$ cat config.mk
export PLATFORM = sky130hd
export DESIGN_NAME = uart_tx_arbiter
export DESIGN_NICKNAME = d
export VERILOG_FILES = /design/src/rtl/uart_tx_arbiter.sv
export SDC_FILE = /design/constraint.sdc
export NUM_CORES = 1
export LEC_CHECK = 0
export BUFFER_PORTS_ARGS = -buffer_cell sky130_fd_sc_hd__buf_2
export CAP_MARGIN = 20
export CORE_MARGIN = 4
export CORE_UTILIZATION = 53
export DETAILED_ROUTE_END_ITERATION = 6
export PLACE_DENSITY = 0.83
export SYNTH_ARGS = -nofsm -noshare
export SYNTH_HDL_FRONTEND = slang
export SYNTH_SLANG_ARGS = --single-unit
$ cat constraint.sdc
create_clock -name clk -period 2.8 [get_ports clk]
set_input_delay 0.28 -clock clk [delete_from_list [all_inputs] [get_ports clk]]
set_output_delay 0.28 -clock clk [all_outputs]
set_load 0.03 [all_outputs]
$ cat src/rtl/uart_tx_arbiter.sv
// Round-robin arbiter multiplexing NUM_REQ packet sources onto one UART transmitter; grant is held per packet.
// Latency: grant one cycle after req_valid; tx_start one cycle after a byte is accepted.
// Backpressure: req_ready only for the owner, only in SEND with tx_ready high; one byte per transmitter busy/idle cycle.
module uart_tx_arbiter #(
  parameter int NUM_REQ     = 4,
  parameter int DATA_WIDTH  = 8,
  parameter int ACK_TIMEOUT = 64
) (
  input  logic                          clk,
  input  logic                          rst,
  input  logic [NUM_REQ-1:0]            req_valid,
  input  logic [NUM_REQ*DATA_WIDTH-1:0] req_data,
  input  logic [NUM_REQ-1:0]            req_last,
  output logic [NUM_REQ-1:0]            req_ready,
  input  logic                          tx_ready,
  output logic                          tx_start,
  output logic [DATA_WIDTH-1:0]         tx_byte,
  output logic                          busy,
  output logic [$clog2(NUM_REQ)-1:0]    grant_id,
  output logic                          err_timeout
);

  localparam int GW = $clog2(NUM_REQ);
  localparam int CW = $clog2(ACK_TIMEOUT + 1);

  typedef enum logic [1:0] {
    IDLE      = 2'd0,
    SEND      = 2'd1,
    WAIT_LOW  = 2'd2,
    WAIT_HIGH = 2'd3
  } state_t;

  state_t                  state, state_d;
  logic [GW-1:0]           rr_ptr, rr_ptr_d;
  logic [GW-1:0]           grant_d;
  logic                    busy_d;
  logic                    tx_start_d;
  logic [DATA_WIDTH-1:0]   tx_byte_d;
  logic                    last_q, last_d;
  logic [CW-1:0]           cnt, cnt_d;
  logic                    err_d;

  logic                    found;
  logic [GW-1:0]           pick;
  logic [GW-1:0]           cand;
  logic                    accept;
  logic                    byte_done;
  logic [DATA_WIDTH-1:0]   slice [NUM_REQ];

  // Unpack the flat data bus into one byte per requester.
  for (genvar g = 0; g < NUM_REQ; g++) begin : g_slice
    assign slice[g] = req_data[g*DATA_WIDTH +: DATA_WIDTH];
  end

  // Round-robin search: first valid requester after rr_ptr, wrapping modulo NUM_REQ.
  always_comb begin
    found = 1'b0;
    pick  = '0;
    cand  = '0;
    for (int i = 1; i <= NUM_REQ; i++) begin
      cand = GW'((int'(rr_ptr) + i) % NUM_REQ);
      if (!found && req_valid[cand]) begin
        found = 1'b1;
        pick  = cand;
      end
    end
  end

  // Only the current owner can be accepted, and only while the transmitter is idle in SEND.
  always_comb begin
    req_ready = '0;
    if (state == SEND) begin
      req_ready[grant_id] = req_valid[grant_id] & tx_ready;
    end
  end

  assign accept = (state == SEND) && req_valid[grant_id] && tx_ready;

  // Next-state and next-output logic; a timed-out start is handled like a completed byte.
  always_comb begin
    state_d    = state;
    rr_ptr_d   = rr_ptr;
    grant_d    = grant_id;
    busy_d     = busy;
    tx_start_d = 1'b0;
    tx_byte_d  = tx_byte;
    last_d     = last_q;
    cnt_d      = cnt;
    err_d      = err_timeout;
    byte_done  = 1'b0;

    case (state)
      IDLE: begin
        if (found) begin
          grant_d = pick;
          busy_d  = 1'b1;
          state_d = SEND;
        end
      end

      SEND: begin
        // A stalled owner keeps the grant indefinitely; no timeout applies here.
        if (accept) begin
          tx_byte_d  = slice[grant_id];
          last_d     = req_last[grant_id];
          tx_start_d = 1'b1;
          cnt_d      = '0;
          state_d    = WAIT_LOW;
        end
      end

      WAIT_LOW: begin
        cnt_d = cnt + 1'b1;
        if (!tx_ready) begin
          state_d = WAIT_HIGH;
        end else if (cnt_d == CW'(ACK_TIMEOUT)) begin
          err_d     = 1'b1;
          byte_done = 1'b1;
        end
      end

      WAIT_HIGH: begin
        if (tx_ready) begin
          byte_done = 1'b1;
        end
      end

      default: begin
        state_d = IDLE;
      end
    endcase

    // End of a byte: release after the last one, otherwise fetch the next byte.
    if (byte_done) begin
      if (last_q) begin
        rr_ptr_d = grant_id;
        busy_d   = 1'b0;
        state_d  = IDLE;
      end else begin
        state_d  = SEND;
      end
    end
  end

  // State and output registers with synchronous reset; reset aborts any packet in flight.
  always_ff @(posedge clk) begin
    if (rst) begin
      state       <= IDLE;
      rr_ptr      <= GW'(NUM_REQ - 1);
      grant_id    <= '0;
      busy        <= 1'b0;
      tx_start    <= 1'b0;
      tx_byte     <= '0;
      last_q      <= 1'b0;
      cnt         <= '0;
      err_timeout <= 1'b0;
    end else begin
      state       <= state_d;
      rr_ptr      <= rr_ptr_d;
      grant_id    <= grant_d;
      busy        <= busy_d;
      tx_start    <= tx_start_d;
      tx_byte     <= tx_byte_d;
      last_q      <= last_d;
      cnt         <= cnt_d;
      err_timeout <= err_d;
    end
  end

endmodule

==> flow_metrics.py <==
metrics = {
    "global_routing": {
        "grt_pass1_vias": 1419,
        "grt_pass1_wl_um": 6361,
        "antenna_found_initial": 0,
        "grt_max_degree": 28,
        "track_usage": 0.1948,
        "grt-ovfl-total": 0,
    },
    "layout": {
        "fin_util": 0.6803,
        "finish.instance_area_um2": 1941,
        "antenna_cells": 0,
        "nets": 275,
        "mostFrequentLayoutCells": "buf_2, dfxtp_1, nor2_1",
        "layout-drive-gt1-share": 0.3438,
        "final_common_cell": "buf_2",
        "areaGrowthSynthToFinish_pct": 19.31,
    },
    "sta": {
        "finalSetupTns_ps": 0,
        "skew_ps": 7.993,
        "finalHoldViolations": 0,
        "relSlewSlack": 0.6279,
        "fin_crit_sh": 0.8427,
        "tightest_slew_ps": 550.9,
        "setup_viol_count_final": 0,
        "report.final.slew_viol_count": 0,
        "clock.fmax_ghz": 0.4238,
        "rsz0062_at_grt": "no",
        "period_needed_ps": 2360,
    },
    "worst_setup_path": {
        "arrival_ps": 2080,
        "worstSetupStartpointType": "flip-flop",
        "required_ps": 2520,
        "crit_type": "flip-flop to output port",
        "cp_cell_sequence": "nand2_1 > o22ai_1 > nand2_2 > nor3b_1 > buf_2",
        "slowest_delay_ps": 570,
        "end_kind": "output port",
        "critPathSlowestCell": "dfxtp_2",
        "path_max_fanout": 18,
    },
    "yosys": {
        "yosysTopAreaCell": "dfxtp_1",
        "synth_cells": 170,
        "synth_seq_cells": 25,
        "ys_warn_count": 0,
        "yosys-top-cells-area": "dfxtp_1, mux2i_1, mux4_2, mux4_1, ha_1",
        "yosysUniqueCellTypes": 44,
        "syn_area_um2": 1627,
        "avgSynthCellArea_um2": 9.568,
        "syn-num-nets": 220,
        "yosysTopAreaCellShare": 0.3077,
        "synth-seq-area-share": 0.3077,
    },
    "cts": {
        "h-tree-depth": 1,
        "cts_root_buf": "clkbuf_4",
        "cts_buffers": 3,
        "clock_latency_ps": 320,
        "cts_tree": "built",
        "cts.sinks": 25,
        "clk_pin_slew_worst_paths_ps": 130,
        "cts_buffer_depth": 2,
        "post_cts.repair.setup_buffers": 0,
    },
    "job": {
        "maxCapViolations": 0,
    },
    "floorplan": {
        "dieArea_um2": 4020,
        "initial_core_util": 0.5702,
        "core_area_um2": 2853,
        "row_count": 19,
        "die_x_um": 63.40,
        "io_pins": 60,
        "die_h_um": 63.40,
    },
    "power_and_ir_drop": {
        "peakVddDrop_v": 0.0004706,
        "powerDensity_nw_per_um2": 626.9,
        "leakagePower_nw": 0.9183,
    },
    "placement": {
        "place.gp.congestion": 0.8211,
        "portBuffers": 59,
        "post_dp_cell_area_um2": 1912,
        "dp_hpwl_um": 2801,
    },
    "detailed_routing": {
        "avgRoutedWirePerCell_um": 14.39,
        "drt-total-wl_um": 3670,
        "vias_per_cell": 5.667,
        "dr_total_vias": 1445,
        "drc": 0,
        "drtAntennaViolNets": 0,
        "firstDrtPassIters": 4,
        "detail_route.iter0.violations": 60,
    },
    "hold_path": {
        "min_path_type": "input port to flip-flop",
    },
    "status": {
        "status": "finished clean",
    },
}
-- power by group --
group | total, mW | switching [mW] | internal, mW
clock network | 0.162 | 0.108 | 0.0536
logic | 0.607 | 0.332 | 0.274
registers | 0.448 | 0.0474 | 0.400
-- sequential cells by signal, summed over array words and instances, names as in the netlist --
name / cells
tx_byte: 8
cnt: 7
grant_id: 2
rr_ptr: 2
state: 2
busy: 1
err_timeout: 1
last_q: 1
tx_start: 1
-- area by class of cell --
type / count / area (µm²)
fill: 259 / 912.1
tap: 31 / 38.79
multi-input combinational: 130 / 1051
timing repair buffer: 60 / 302.8
sequential: 25 / 501.7
inverter: 5 / 18.77
clock inverter: 1 / 5.005
clock buffer: 3 / 22.52
-- synthesized netlist by cell type, drive strengths merged --
library cell	instances
o211ai	1
nand2	14
ha	7
a32oi	1
o21ai	6
a21oi	12
a21boi	1
a2bb2oi	1
o41a	1
mux2i	15
o221ai	1
nor4	2
nor3b	5
mux2	1
nand2b	3
inv	5
o22ai	3
a31oi	1
nor2b	4
clkbuf	5
nand4	2
nor3	5
and4	1
mux4	9
buf	5
xnor2	1
o21bai	1
and3	1
nand3	3
a211o	1
a21bo	1
nor2	18
o41ai	1
o211a	1
a211oi	1
nand3b	2
dfxtp	25
and4b	1
and2	2
-- critical path: cells and delay by family, from the launching register on --
kind / cells / cell delay (ps)
simple gates: 3 / 700
compound gates: 1 / 260
flops: 1 / 570
buf+inv: 1 / 220
-- layer usage --
layer  global-route usage  vias up  share of wire
met5                    0        -              0
met3              0.04618        4          0.055
li1                     -      735              -
met1               0.2306      667           0.42
met2               0.3546       39           0.52
met4              0.04043        0         0.0082
-- what timing repair did --
item	in CTS	in global routing
resized for setup	0	1
hold buffers	0	0
setup endpoints to repair	0	3
-- worst paths after layout --
check | start | endpoint | slack, ps | cells after the start
worst max-delay path | grant_id[1] | req_ready[1] | 440 | 5
worst min-delay path | req_valid[2] | grant_id[1] | 330 | 3
worst max register to register | state[0] | rr_ptr[0] | 800 | 7
worst min register to register | err_timeout | err_timeout | 450 | 2
-- metrics by stage --
stage / worst slack [ps] / std cells / hold slack (ps) / power [mW]
6_report: 440.3 / 255 / 327.7 / 1.217
5_1_grt: 167.1 / 255 / 361.1 / 1.311
4_1_cts: 148.9 / 255 / 318.4 / 1.228
3_5_place_dp: 534.0 / 251 / 439.8 / 1.065
3_3_place_gp: 641.1 / 251 / 435.8 / 1.053
2_1_floorplan: 448.0 / 170 / 478.4 / 0.9345
-- cell families after synthesis --
family,share of synthesized area
XOR/XNOR,0.005386
flip-flops,0.3077
multiplexers,0.2354
adder cells (fa/ha/maj),0.05384
AO/OA/AOI/OAI,0.1508
AND/OR/NAND/NOR,0.2008
buffers and inverters,0.04615
No activity file was read; power rests on OpenSTA's default activity.
